File: src/rtl/coherence_bus_ctrl_if.sv
// coherence_bus_ctrl_if
// Bundles the L1-side request/response, snoop broadcast and L2-side signals
// of the coherence bus controller.
//   master : controller view (drives snoop, L2 request, core response, status)
//   slave  : environment view (L1 requesters, snoop responders, L2)
// Per-core vectors pack core k at [k*WIDTH +: WIDTH].
interface coherence_bus_ctrl_if #(
  parameter int ADDR_WIDTH = 32,
  parameter int DATA_WIDTH = 32,
  parameter int NCORES     = 2,
  parameter int ID_WIDTH   = 2
);
  logic [NCORES-1:0]            core_req_valid;
  logic [NCORES-1:0]            core_req_wr;
  logic [NCORES*ADDR_WIDTH-1:0] core_req_addr;
  logic [NCORES*DATA_WIDTH-1:0] core_req_wdata;
  logic [NCORES-1:0]            core_resp_valid;
  logic [DATA_WIDTH-1:0]        core_resp_rdata;
  logic                         snoop_valid;
  logic [ADDR_WIDTH-1:0]        snoop_addr;
  logic [ID_WIDTH-1:0]          snoop_source_id;
  logic [NCORES-1:0]            snoop_ack_in;
  logic                         l2_req_valid;
  logic                         l2_req_wr;
  logic [ADDR_WIDTH-1:0]        l2_req_addr;
  logic [DATA_WIDTH-1:0]        l2_req_wdata;
  logic                         l2_resp_valid;
  logic [DATA_WIDTH-1:0]        l2_resp_rdata;
  logic                         busy;
  logic                         ack_timeout;

  modport master (
    input  core_req_valid, core_req_wr, core_req_addr, core_req_wdata,
           snoop_ack_in, l2_resp_valid, l2_resp_rdata,
    output core_resp_valid, core_resp_rdata, snoop_valid, snoop_addr,
           snoop_source_id, l2_req_valid, l2_req_wr, l2_req_addr,
           l2_req_wdata, busy, ack_timeout
  );

  modport slave (
    output core_req_valid, core_req_wr, core_req_addr, core_req_wdata,
           snoop_ack_in, l2_resp_valid, l2_resp_rdata,
    input  core_resp_valid, core_resp_rdata, snoop_valid, snoop_addr,
           snoop_source_id, l2_req_valid, l2_req_wr, l2_req_addr,
           l2_req_wdata, busy, ack_timeout
  );
endinterface

File: src/rtl/coherence_bus_ctrl.sv
// coherence_bus_ctrl
// Round-robin arbiter for L1 miss requests. The winner's request is snooped
// to all other cores, acks are collected (with a timeout), the request is
// forwarded to L2 and the L2 response is returned to the requesting core.
// Ports:
//   clk   : clock, all logic on posedge
//   rst_n : synchronous active-low reset
//   bus   : coherence_bus_ctrl_if.master (requests, snoop, L2, status)
// All outputs are registered.
module coherence_bus_ctrl #(
  parameter int ADDR_WIDTH  = 32,
  parameter int DATA_WIDTH  = 32,
  parameter int NCORES      = 2,
  parameter int ID_WIDTH    = 2,
  parameter int ACK_TIMEOUT = 16
) (
  input logic                  clk,
  input logic                  rst_n,
  coherence_bus_ctrl_if.master bus
);
  localparam int CNT_WIDTH = $clog2(ACK_TIMEOUT);
  localparam logic [CNT_WIDTH-1:0] CNT_MAX = CNT_WIDTH'(ACK_TIMEOUT - 1);

  typedef enum logic [2:0] {
    IDLE     = 3'd0,
    SNOOP    = 3'd1,
    WAIT_ACK = 3'd2,
    L2_REQ   = 3'd3,
    L2_WAIT  = 3'd4,
    RESP     = 3'd5
  } state_t;

  state_t                  state_r;
  state_t                  state_next_s;
  logic [ID_WIDTH-1:0]     rr_ptr_r;
  logic [ID_WIDTH-1:0]     grant_r;
  logic                    wr_r;
  logic [ADDR_WIDTH-1:0]   addr_r;
  logic [DATA_WIDTH-1:0]   wdata_r;
  logic [NCORES-1:0]       ack_mask_r;
  logic [CNT_WIDTH-1:0]    cnt_r;
  logic                    snoop_valid_r;
  logic                    l2_req_valid_r;
  logic [NCORES-1:0]       core_resp_valid_r;
  logic [DATA_WIDTH-1:0]   core_resp_rdata_r;
  logic                    busy_r;
  logic                    ack_timeout_r;

  logic                    req_found_s;
  logic [ID_WIDTH-1:0]     req_id_s;
  logic                    req_wr_s;
  logic [ADDR_WIDTH-1:0]   req_addr_s;
  logic [DATA_WIDTH-1:0]   req_wdata_s;
  logic [NCORES-1:0]       src_mask_s;
  logic                    acks_all_s;
  logic                    timeout_hit_s;

  // Round-robin pick: cores at or above rr_ptr first, then the wrapped ones.
  always_comb begin
    req_found_s = 1'b0;
    req_id_s    = '0;
    req_wr_s    = 1'b0;
    req_addr_s  = '0;
    req_wdata_s = '0;
    for (int p = 0; p < 2; p++) begin
      for (int j = 0; j < NCORES; j++) begin
        if (!req_found_s && bus.core_req_valid[j] &&
            ((p == 0) ? (j >= int'(rr_ptr_r)) : (j < int'(rr_ptr_r)))) begin
          req_found_s = 1'b1;
          req_id_s    = ID_WIDTH'(j);
          req_wr_s    = bus.core_req_wr[j];
          req_addr_s  = bus.core_req_addr[j*ADDR_WIDTH +: ADDR_WIDTH];
          req_wdata_s = bus.core_req_wdata[j*DATA_WIDTH +: DATA_WIDTH];
        end else begin
          req_found_s = req_found_s;
        end
      end
    end
  end

  // The requester's own bit counts as acked; acks arriving this cycle count too.
  assign src_mask_s    = NCORES'(1'b1) << grant_r;
  assign acks_all_s    = &(ack_mask_r | bus.snoop_ack_in | src_mask_s);
  assign timeout_hit_s = (cnt_r == CNT_MAX);

  // Next-state logic of the transaction FSM.
  always_comb begin
    state_next_s = state_r;
    case (state_r)
      IDLE: begin
        if (req_found_s) begin
          state_next_s = SNOOP;
        end else begin
          state_next_s = IDLE;
        end
      end
      SNOOP:    state_next_s = WAIT_ACK;
      WAIT_ACK: begin
        if (acks_all_s || timeout_hit_s) begin
          state_next_s = L2_REQ;
        end else begin
          state_next_s = WAIT_ACK;
        end
      end
      L2_REQ:   state_next_s = L2_WAIT;
      L2_WAIT: begin
        if (bus.l2_resp_valid) begin
          state_next_s = RESP;
        end else begin
          state_next_s = L2_WAIT;
        end
      end
      RESP:     state_next_s = IDLE;
      default:  state_next_s = IDLE;
    endcase
  end

  // State, latched request, ack/timeout bookkeeping and registered outputs.
  always_ff @(posedge clk) begin
    if (!rst_n) begin
      state_r           <= IDLE;
      rr_ptr_r          <= '0;
      grant_r           <= '0;
      wr_r              <= 1'b0;
      addr_r            <= '0;
      wdata_r           <= '0;
      ack_mask_r        <= '0;
      cnt_r             <= '0;
      snoop_valid_r     <= 1'b0;
      l2_req_valid_r    <= 1'b0;
      core_resp_valid_r <= '0;
      core_resp_rdata_r <= '0;
      busy_r            <= 1'b0;
      ack_timeout_r     <= 1'b0;
    end else begin
      state_r        <= state_next_s;
      // Pulses are registered from the next state so they line up with it.
      snoop_valid_r  <= (state_next_s == SNOOP);
      l2_req_valid_r <= (state_next_s == L2_REQ);
      busy_r         <= (state_next_s != IDLE);
      core_resp_valid_r <= (state_next_s == RESP) ? src_mask_s : '0;
      // Raised one cycle early so the pulse sits in the final wait cycle,
      // immediately ahead of the L2 request.
      ack_timeout_r  <= (state_r == WAIT_ACK) && (state_next_s == WAIT_ACK) &&
                        ((cnt_r + CNT_WIDTH'(1)) == CNT_MAX);

      if ((state_r == IDLE) && req_found_s) begin
        grant_r <= req_id_s;
        wr_r    <= req_wr_s;
        addr_r  <= req_addr_s;
        wdata_r <= req_wdata_s;
      end else begin
        grant_r <= grant_r;
        wr_r    <= wr_r;
        addr_r  <= addr_r;
        wdata_r <= wdata_r;
      end

      // SNOOP restarts the mask and counter; requester acks never enter it.
      if (state_r == SNOOP) begin
        ack_mask_r <= bus.snoop_ack_in & ~src_mask_s;
        cnt_r      <= '0;
      end else if (state_r == WAIT_ACK) begin
        ack_mask_r <= ack_mask_r | (bus.snoop_ack_in & ~src_mask_s);
        cnt_r      <= (state_next_s == WAIT_ACK) ? (cnt_r + CNT_WIDTH'(1)) : cnt_r;
      end else begin
        ack_mask_r <= ack_mask_r;
        cnt_r      <= cnt_r;
      end

      if ((state_r == L2_WAIT) && bus.l2_resp_valid) begin
        core_resp_rdata_r <= bus.l2_resp_rdata;
      end else begin
        core_resp_rdata_r <= core_resp_rdata_r;
      end

      if (state_r == RESP) begin
        rr_ptr_r <= (grant_r == ID_WIDTH'(NCORES - 1)) ? '0 : (grant_r + ID_WIDTH'(1));
      end else begin
        rr_ptr_r <= rr_ptr_r;
      end
    end
  end

  // Snoop and L2 request fields come straight from the latched request.
  assign bus.snoop_valid     = snoop_valid_r;
  assign bus.snoop_addr      = addr_r;
  assign bus.snoop_source_id = grant_r;
  assign bus.l2_req_valid    = l2_req_valid_r;
  assign bus.l2_req_wr       = wr_r;
  assign bus.l2_req_addr     = addr_r;
  assign bus.l2_req_wdata    = wdata_r;
  assign bus.core_resp_valid = core_resp_valid_r;
  assign bus.core_resp_rdata = core_resp_rdata_r;
  assign bus.busy            = busy_r;
  assign bus.ack_timeout     = ack_timeout_r;
endmodule

File: src/flat_wrapper.sv
// flat-port wrapper written by rule: the top's interface ports become plain ports
module coherence_bus_ctrl_flat 
#(
  parameter int ADDR_WIDTH  = 32,
  parameter int DATA_WIDTH  = 32,
  parameter int NCORES      = 2,
  parameter int ID_WIDTH    = 2,
  parameter int ACK_TIMEOUT = 16
)
  (clk, rst_n, bus_core_req_valid, bus_core_req_wr, bus_core_req_addr, bus_core_req_wdata, bus_snoop_ack_in, bus_l2_resp_valid, bus_l2_resp_rdata, bus_core_resp_valid, bus_core_resp_rdata, bus_snoop_valid, bus_snoop_addr, bus_snoop_source_id, bus_l2_req_valid, bus_l2_req_wr, bus_l2_req_addr, bus_l2_req_wdata, bus_busy, bus_ack_timeout);
  coherence_bus_ctrl_if #(.ADDR_WIDTH(ADDR_WIDTH), .DATA_WIDTH(DATA_WIDTH), .NCORES(NCORES), .ID_WIDTH(ID_WIDTH)) bus_i ();
  input logic clk;
  input logic rst_n;
  input wire logic [$bits(bus_i.core_req_valid)-1:0] bus_core_req_valid;
  input wire logic [$bits(bus_i.core_req_wr)-1:0] bus_core_req_wr;
  input wire logic [$bits(bus_i.core_req_addr)-1:0] bus_core_req_addr;
  input wire logic [$bits(bus_i.core_req_wdata)-1:0] bus_core_req_wdata;
  input wire logic [$bits(bus_i.snoop_ack_in)-1:0] bus_snoop_ack_in;
  input wire logic [$bits(bus_i.l2_resp_valid)-1:0] bus_l2_resp_valid;
  input wire logic [$bits(bus_i.l2_resp_rdata)-1:0] bus_l2_resp_rdata;
  output wire logic [$bits(bus_i.core_resp_valid)-1:0] bus_core_resp_valid;
  output wire logic [$bits(bus_i.core_resp_rdata)-1:0] bus_core_resp_rdata;
  output wire logic [$bits(bus_i.snoop_valid)-1:0] bus_snoop_valid;
  output wire logic [$bits(bus_i.snoop_addr)-1:0] bus_snoop_addr;
  output wire logic [$bits(bus_i.snoop_source_id)-1:0] bus_snoop_source_id;
  output wire logic [$bits(bus_i.l2_req_valid)-1:0] bus_l2_req_valid;
  output wire logic [$bits(bus_i.l2_req_wr)-1:0] bus_l2_req_wr;
  output wire logic [$bits(bus_i.l2_req_addr)-1:0] bus_l2_req_addr;
  output wire logic [$bits(bus_i.l2_req_wdata)-1:0] bus_l2_req_wdata;
  output wire logic [$bits(bus_i.busy)-1:0] bus_busy;
  output wire logic [$bits(bus_i.ack_timeout)-1:0] bus_ack_timeout;
  assign bus_i.core_req_valid = bus_core_req_valid;
  assign bus_i.core_req_wr = bus_core_req_wr;
  assign bus_i.core_req_addr = bus_core_req_addr;
  assign bus_i.core_req_wdata = bus_core_req_wdata;
  assign bus_i.snoop_ack_in = bus_snoop_ack_in;
  assign bus_i.l2_resp_valid = bus_l2_resp_valid;
  assign bus_i.l2_resp_rdata = bus_l2_resp_rdata;
  assign bus_core_resp_valid = bus_i.core_resp_valid;
  assign bus_core_resp_rdata = bus_i.core_resp_rdata;
  assign bus_snoop_valid = bus_i.snoop_valid;
  assign bus_snoop_addr = bus_i.snoop_addr;
  assign bus_snoop_source_id = bus_i.snoop_source_id;
  assign bus_l2_req_valid = bus_i.l2_req_valid;
  assign bus_l2_req_wr = bus_i.l2_req_wr;
  assign bus_l2_req_addr = bus_i.l2_req_addr;
  assign bus_l2_req_wdata = bus_i.l2_req_wdata;
  assign bus_busy = bus_i.busy;
  assign bus_ack_timeout = bus_i.ack_timeout;
  coherence_bus_ctrl #(.ADDR_WIDTH(ADDR_WIDTH), .DATA_WIDTH(DATA_WIDTH), .NCORES(NCORES), .ID_WIDTH(ID_WIDTH), .ACK_TIMEOUT(ACK_TIMEOUT)) u_core (.clk(clk), .rst_n(rst_n), .bus(bus_i));
endmodule
File: config.mk
export PLATFORM = sky130hd
export DESIGN_NAME = coherence_bus_ctrl_flat
export DESIGN_NICKNAME = d
export VERILOG_FILES = /design/src/rtl/coherence_bus_ctrl_if.sv /design/src/rtl/coherence_bus_ctrl.sv /design/src/flat_wrapper.sv
export SDC_FILE = /design/constraint.sdc
export NUM_CORES = 1
export LEC_CHECK = 0
export CORE_MARGIN = 5
export CORE_UTILIZATION = 35
export CTS_BUF_LIST = sky130_fd_sc_hd__clkbuf_8
export DETAILED_ROUTE_END_ITERATION = 16
export HOLD_SLACK_MARGIN = 0.1
export PLACE_DENSITY = 0.8
export SLEW_MARGIN = 30
export SYNTH_ARGS = -nofsm -noshare
export SYNTH_HDL_FRONTEND = slang
export SYNTH_SLANG_ARGS = --single-unit
File: constraint.sdc
create_clock -name clk -period 1.7 [get_ports clk]
set_input_delay 0.51 -clock clk [delete_from_list [all_inputs] [get_ports clk]]
set_output_delay 0.51 -clock clk [all_outputs]
set_load 0.02 [all_outputs]
==> reports/metrics.csv <==
stage,metric,value,unit
setup_path,critPathArrivalTime,1.15,ns
routing,avgRoutedWirePerCell,18.6,um
setup_path,rr_startpoint,u_core.state_r[2],
setup_path,crit_family,flip-flops,
synthesis,synth_area,0.00444,mm^2
pwr,p_int,6070,uW
cts,clkSinkCount,114,
synthesis,synthesis.instances,484,
layout,seq_area,0.00228,mm^2
setup_path,cp_max_fo,3,
cts,clk_pin_slew,0.06,ns
cts,cts_root_buf,clkbuf_8,
routing,via_per_inst,5.08,
die,core_area,0.0125,mm^2
synthesis,synth_top_family_by_area,compound AO/OA/AOI/OAI gates,
timing,worst_slack,0.0448,ns
global_routing,grt_first_pass_wirelength,25500,um
pwr,p_sw,3290,uW
setup_path,slowest_delay,0.37,ns
layout,fillers,1090,
synthesis,synth_compound_area_frac,0.216,
routing,drt_pass1_iterations,9,
pwr,p_seq_frac,0.354,
timing,period_minus_slack,1.66,ns
global_routing,antenna_found_initial,0,
pwr,combPwrFrac,0.390,
routing,drc_errors,0,
routing,finalWirelength,17600,um
cts,htree_levels,4,
synthesis,yosys.area_share.simple,0.156,
setup_path,cp-startpoint,u_core.bus.l2_req_addr[29],
die,die_h,123,um
timing,timing.fmax,0.604,GHz
cts,clock_path_buffers,2,
timing,setup_viol,0,
synthesis,avgSynthCellArea,9.18,um^2
synthesis,yosys_warnings,0,
pwr,ir_worst_vdd,0.552,mV
place,dp_hpwl,13200,um
timing,rsz0062_at_grt,true,
place,detailedPlace.worstSlack,-0.426,ns
setup_path,required,1.19,ns
setup_path,worst_path_max_delay_cell,dfxtp_1,
pwr,power.density,1190,mW/mm^2
cts,insertion_delay,0.42,ns
setup_path,path_class,register to primary output,
synthesis,ys_ff_latch,114,
hold_path,hold_start,u_core.bus.core_resp_rdata[15],
routing,drt_iter0_drc,721,
die,start_util,0.355,
timing,min_period_over_period,0.974,
synthesis,synth-xor-area-share,0.00591,
die,io_pins,306,
synthesis,synth.net_count,655,
place,routabilityCongestion,0.848,
global_routing,gr-total-overflow,0,
setup_path,crit_chain,dlygate4sd2_1,
pwr,p_clk_frac,0.255,
setup_path,start_kind,register,
job,cap_viol_max_count,0,
cts,cts_inserted_buffers,17,
die,std_cell_rows,41,
routing,vias,4809,
cts,cts_tree,done,
setup_path,path_buf_inv,1,
setup_path,worstSetupEndpointType,primary output,
synthesis,synthMuxAreaShare,0,
synthesis,ys_seq_area_frac,0.514,
die,dieWidth,123,um
hold_path,hold_class,register to register,
die,die-area,0.0151,mm^2
layout,final_layout_size_suffix_gt1_frac,0.0943,
synthesis,synthAdderAreaFrac,0.00563,
global_routing,grt_use_total,0.219,
timing,hold_viol,0,
status,outcome,completed,
global_routing,grt_max_degree,67,
place,io_buffer_count,304,
layout,fin_nets,932,
layout,diodes,0,
timing,finalMaxSlewViolations,0,
global_routing,grt_pass1_vias,4677,
layout,syn_to_final_growth,76.3,%
routing,ant_nets,0,
layout,multi_input_area,0.00173,mm^2
timing,fin_setup_tns,0,ns
pwr,p_leak,0.00344,uW
timing,skew,0.00877,ns
synthesis,yosys.cell_types.count,37,
pwr,switching_share,0.352,
worst register-to-register path, stage by stage (launching register included):
cell,delay (ns)
dfxtp_1,0.33
nor3_4,0.30
o21ai_4,0.11
buf_4,0.23
a222oi_1,0.44
nor2_1,0.10
synthesized netlist by cell type:
cell / number / area share
a21oi_1: 38 / 0.043
dfxtp_1: 114 / 0.51
clkbuf_1: 18 / 0.015
buf_2: 23 / 0.026
nor2b_1: 1 / 0.0014
o21ai_2: 2 / 0.0039
nor3b_2: 1 / 0.0028
o21a_1: 1 / 0.0017
nor3b_1: 1 / 0.0017
nor3_4: 1 / 0.0037
a32o_1: 2 / 0.0045
clkinv_1: 1 / 0.00084
o211ai_1: 1 / 0.0017
nand3b_1: 1 / 0.0017
xnor2_1: 1 / 0.0020
nand3_1: 5 / 0.0056
conb_1: 1 / 0.00084
nand2b_1: 2 / 0.0028
nor2_1: 74 / 0.063
inv_1: 3 / 0.0025
nor3_2: 1 / 0.0023
nand2_1: 69 / 0.058
or4_1: 1 / 0.0017
nor3_1: 5 / 0.0056
or3b_2: 1 / 0.0020
nor4_1: 1 / 0.0014
o31a_2: 1 / 0.0023
o31ai_1: 1 / 0.0017
a311oi_1: 1 / 0.0020
a22oi_1: 1 / 0.0017
a211oi_1: 1 / 0.0017
a222oi_1: 65 / 0.15
and3_1: 2 / 0.0028
xor2_1: 2 / 0.0039
buf_4: 34 / 0.057
o21ai_0: 5 / 0.0056
ha_1: 2 / 0.0056
layer usage:
layer  GRT usage  wire [um]
met1       0.252       6520
met2       0.387       9220
met3      0.0664       1570
met4      0.0707        270
met5           0          0
cell families after synthesis:
kind of cell | count (synthesis)
AOI/OAI and AO/OA | 119
and+or+nand+nor | 166
other | 1
xor gates and xnor gates | 3
adders and majority gates | 2
DFF | 114
buffers and inverters | 79
what timing repair did:
action | 4_1_cts | 5_1_grt
hold buffers | 0 | 0
setup endpoints to repair | 135 | 48
buffers inserted | 0 | 1
gates cloned | 0 | 1
pin swaps | 0 | 3
gates resized for setup | 145 | 24
worst paths after layout:
path         slack (ns)                             end  depth (start not counted)
min                0.45  u_core.bus.core_resp_rdata[15]                          2
max                0.04              bus_snoop_addr[29]                          1
max reg2reg        0.05      u_core.bus.l2_req_wdata[1]                          5
min reg2reg        0.45  u_core.bus.core_resp_rdata[15]                          2
sequential cells by signal, summed over array words and instances (netlist names):
signal / flops
u_core.bus.core_resp_rdata: 32
u_core.bus.l2_req_addr: 32
u_core.bus.l2_req_wdata: 32
u_core.cnt_r: 4
u_core.state_r: 3
u_core.ack_mask_r: 2
u_core.bus.core_resp_valid: 2
u_core.bus.ack_timeout: 1
u_core.bus.busy: 1
u_core.bus.l2_req_valid: 1
u_core.bus.l2_req_wr: 1
u_core.bus.snoop_source_id: 1
u_core.bus.snoop_valid: 1
u_core.rr_ptr_r: 1
metrics by stage:
stage / power [uW] / std cells / instance area (um^2) / utilization / hold WS (ns)
5_1_grt: 9850 / 946 / 7840 / 0.626 / 0.467
3_3_place_gp: 7170 / 912 / 7580 / 0.606 / 0.441
4_1_cts: 9350 / 944 / 7800 / 0.623 / 0.452
6_report: 9360 / 946 / 7840 / 0.626 / 0.451
2_1_floorplan: 5480 / 484 / 4440 / - / 0.443
3_5_place_dp: 7290 / 912 / 7580 / 0.606 / 0.447
area by class of cell:
type,count,share of cell area
clock buffers,20,0.0351
clock inverters,12,0.0129
inverters,4,0.00192
multi-input cells,291,0.220
flip-flops and latches,114,0.291
well taps,172,0.0275
repair buffers,333,0.411
power by group through the flow:
| stage | sequential [uW] | combinational [uW] | clock (uW) |
|---|---|---|---|
| floorplan | 3790 | 1700 | 0 |
| global placement | 3350 | 3820 | 0 |
| detailed placement | 3390 | 3910 | 0 |
| CTS | 3310 | 3580 | 2460 |
| global route | 3360 | 3890 | 2590 |
| finish | 3310 | 3650 | 2390 |
placed cells by master, fill, tap and decap left out, types with 8 or more instances in the layout:
cell type	synthesis	routed
clkdlybuf4s50_1	0	166
dfxtp_1	114	114
dlygate4sd2_1	0	111
nor2_1	74	74
nand2_1	69	69
a222oi_1	65	65
a21oi_1	38	38
buf_4	34	21
clkbuf_8	0	20
clkdlybuf4s15_1	0	16
inv_1	3	10
buf_12	0	8
Power figures use the tool's default switching activity.
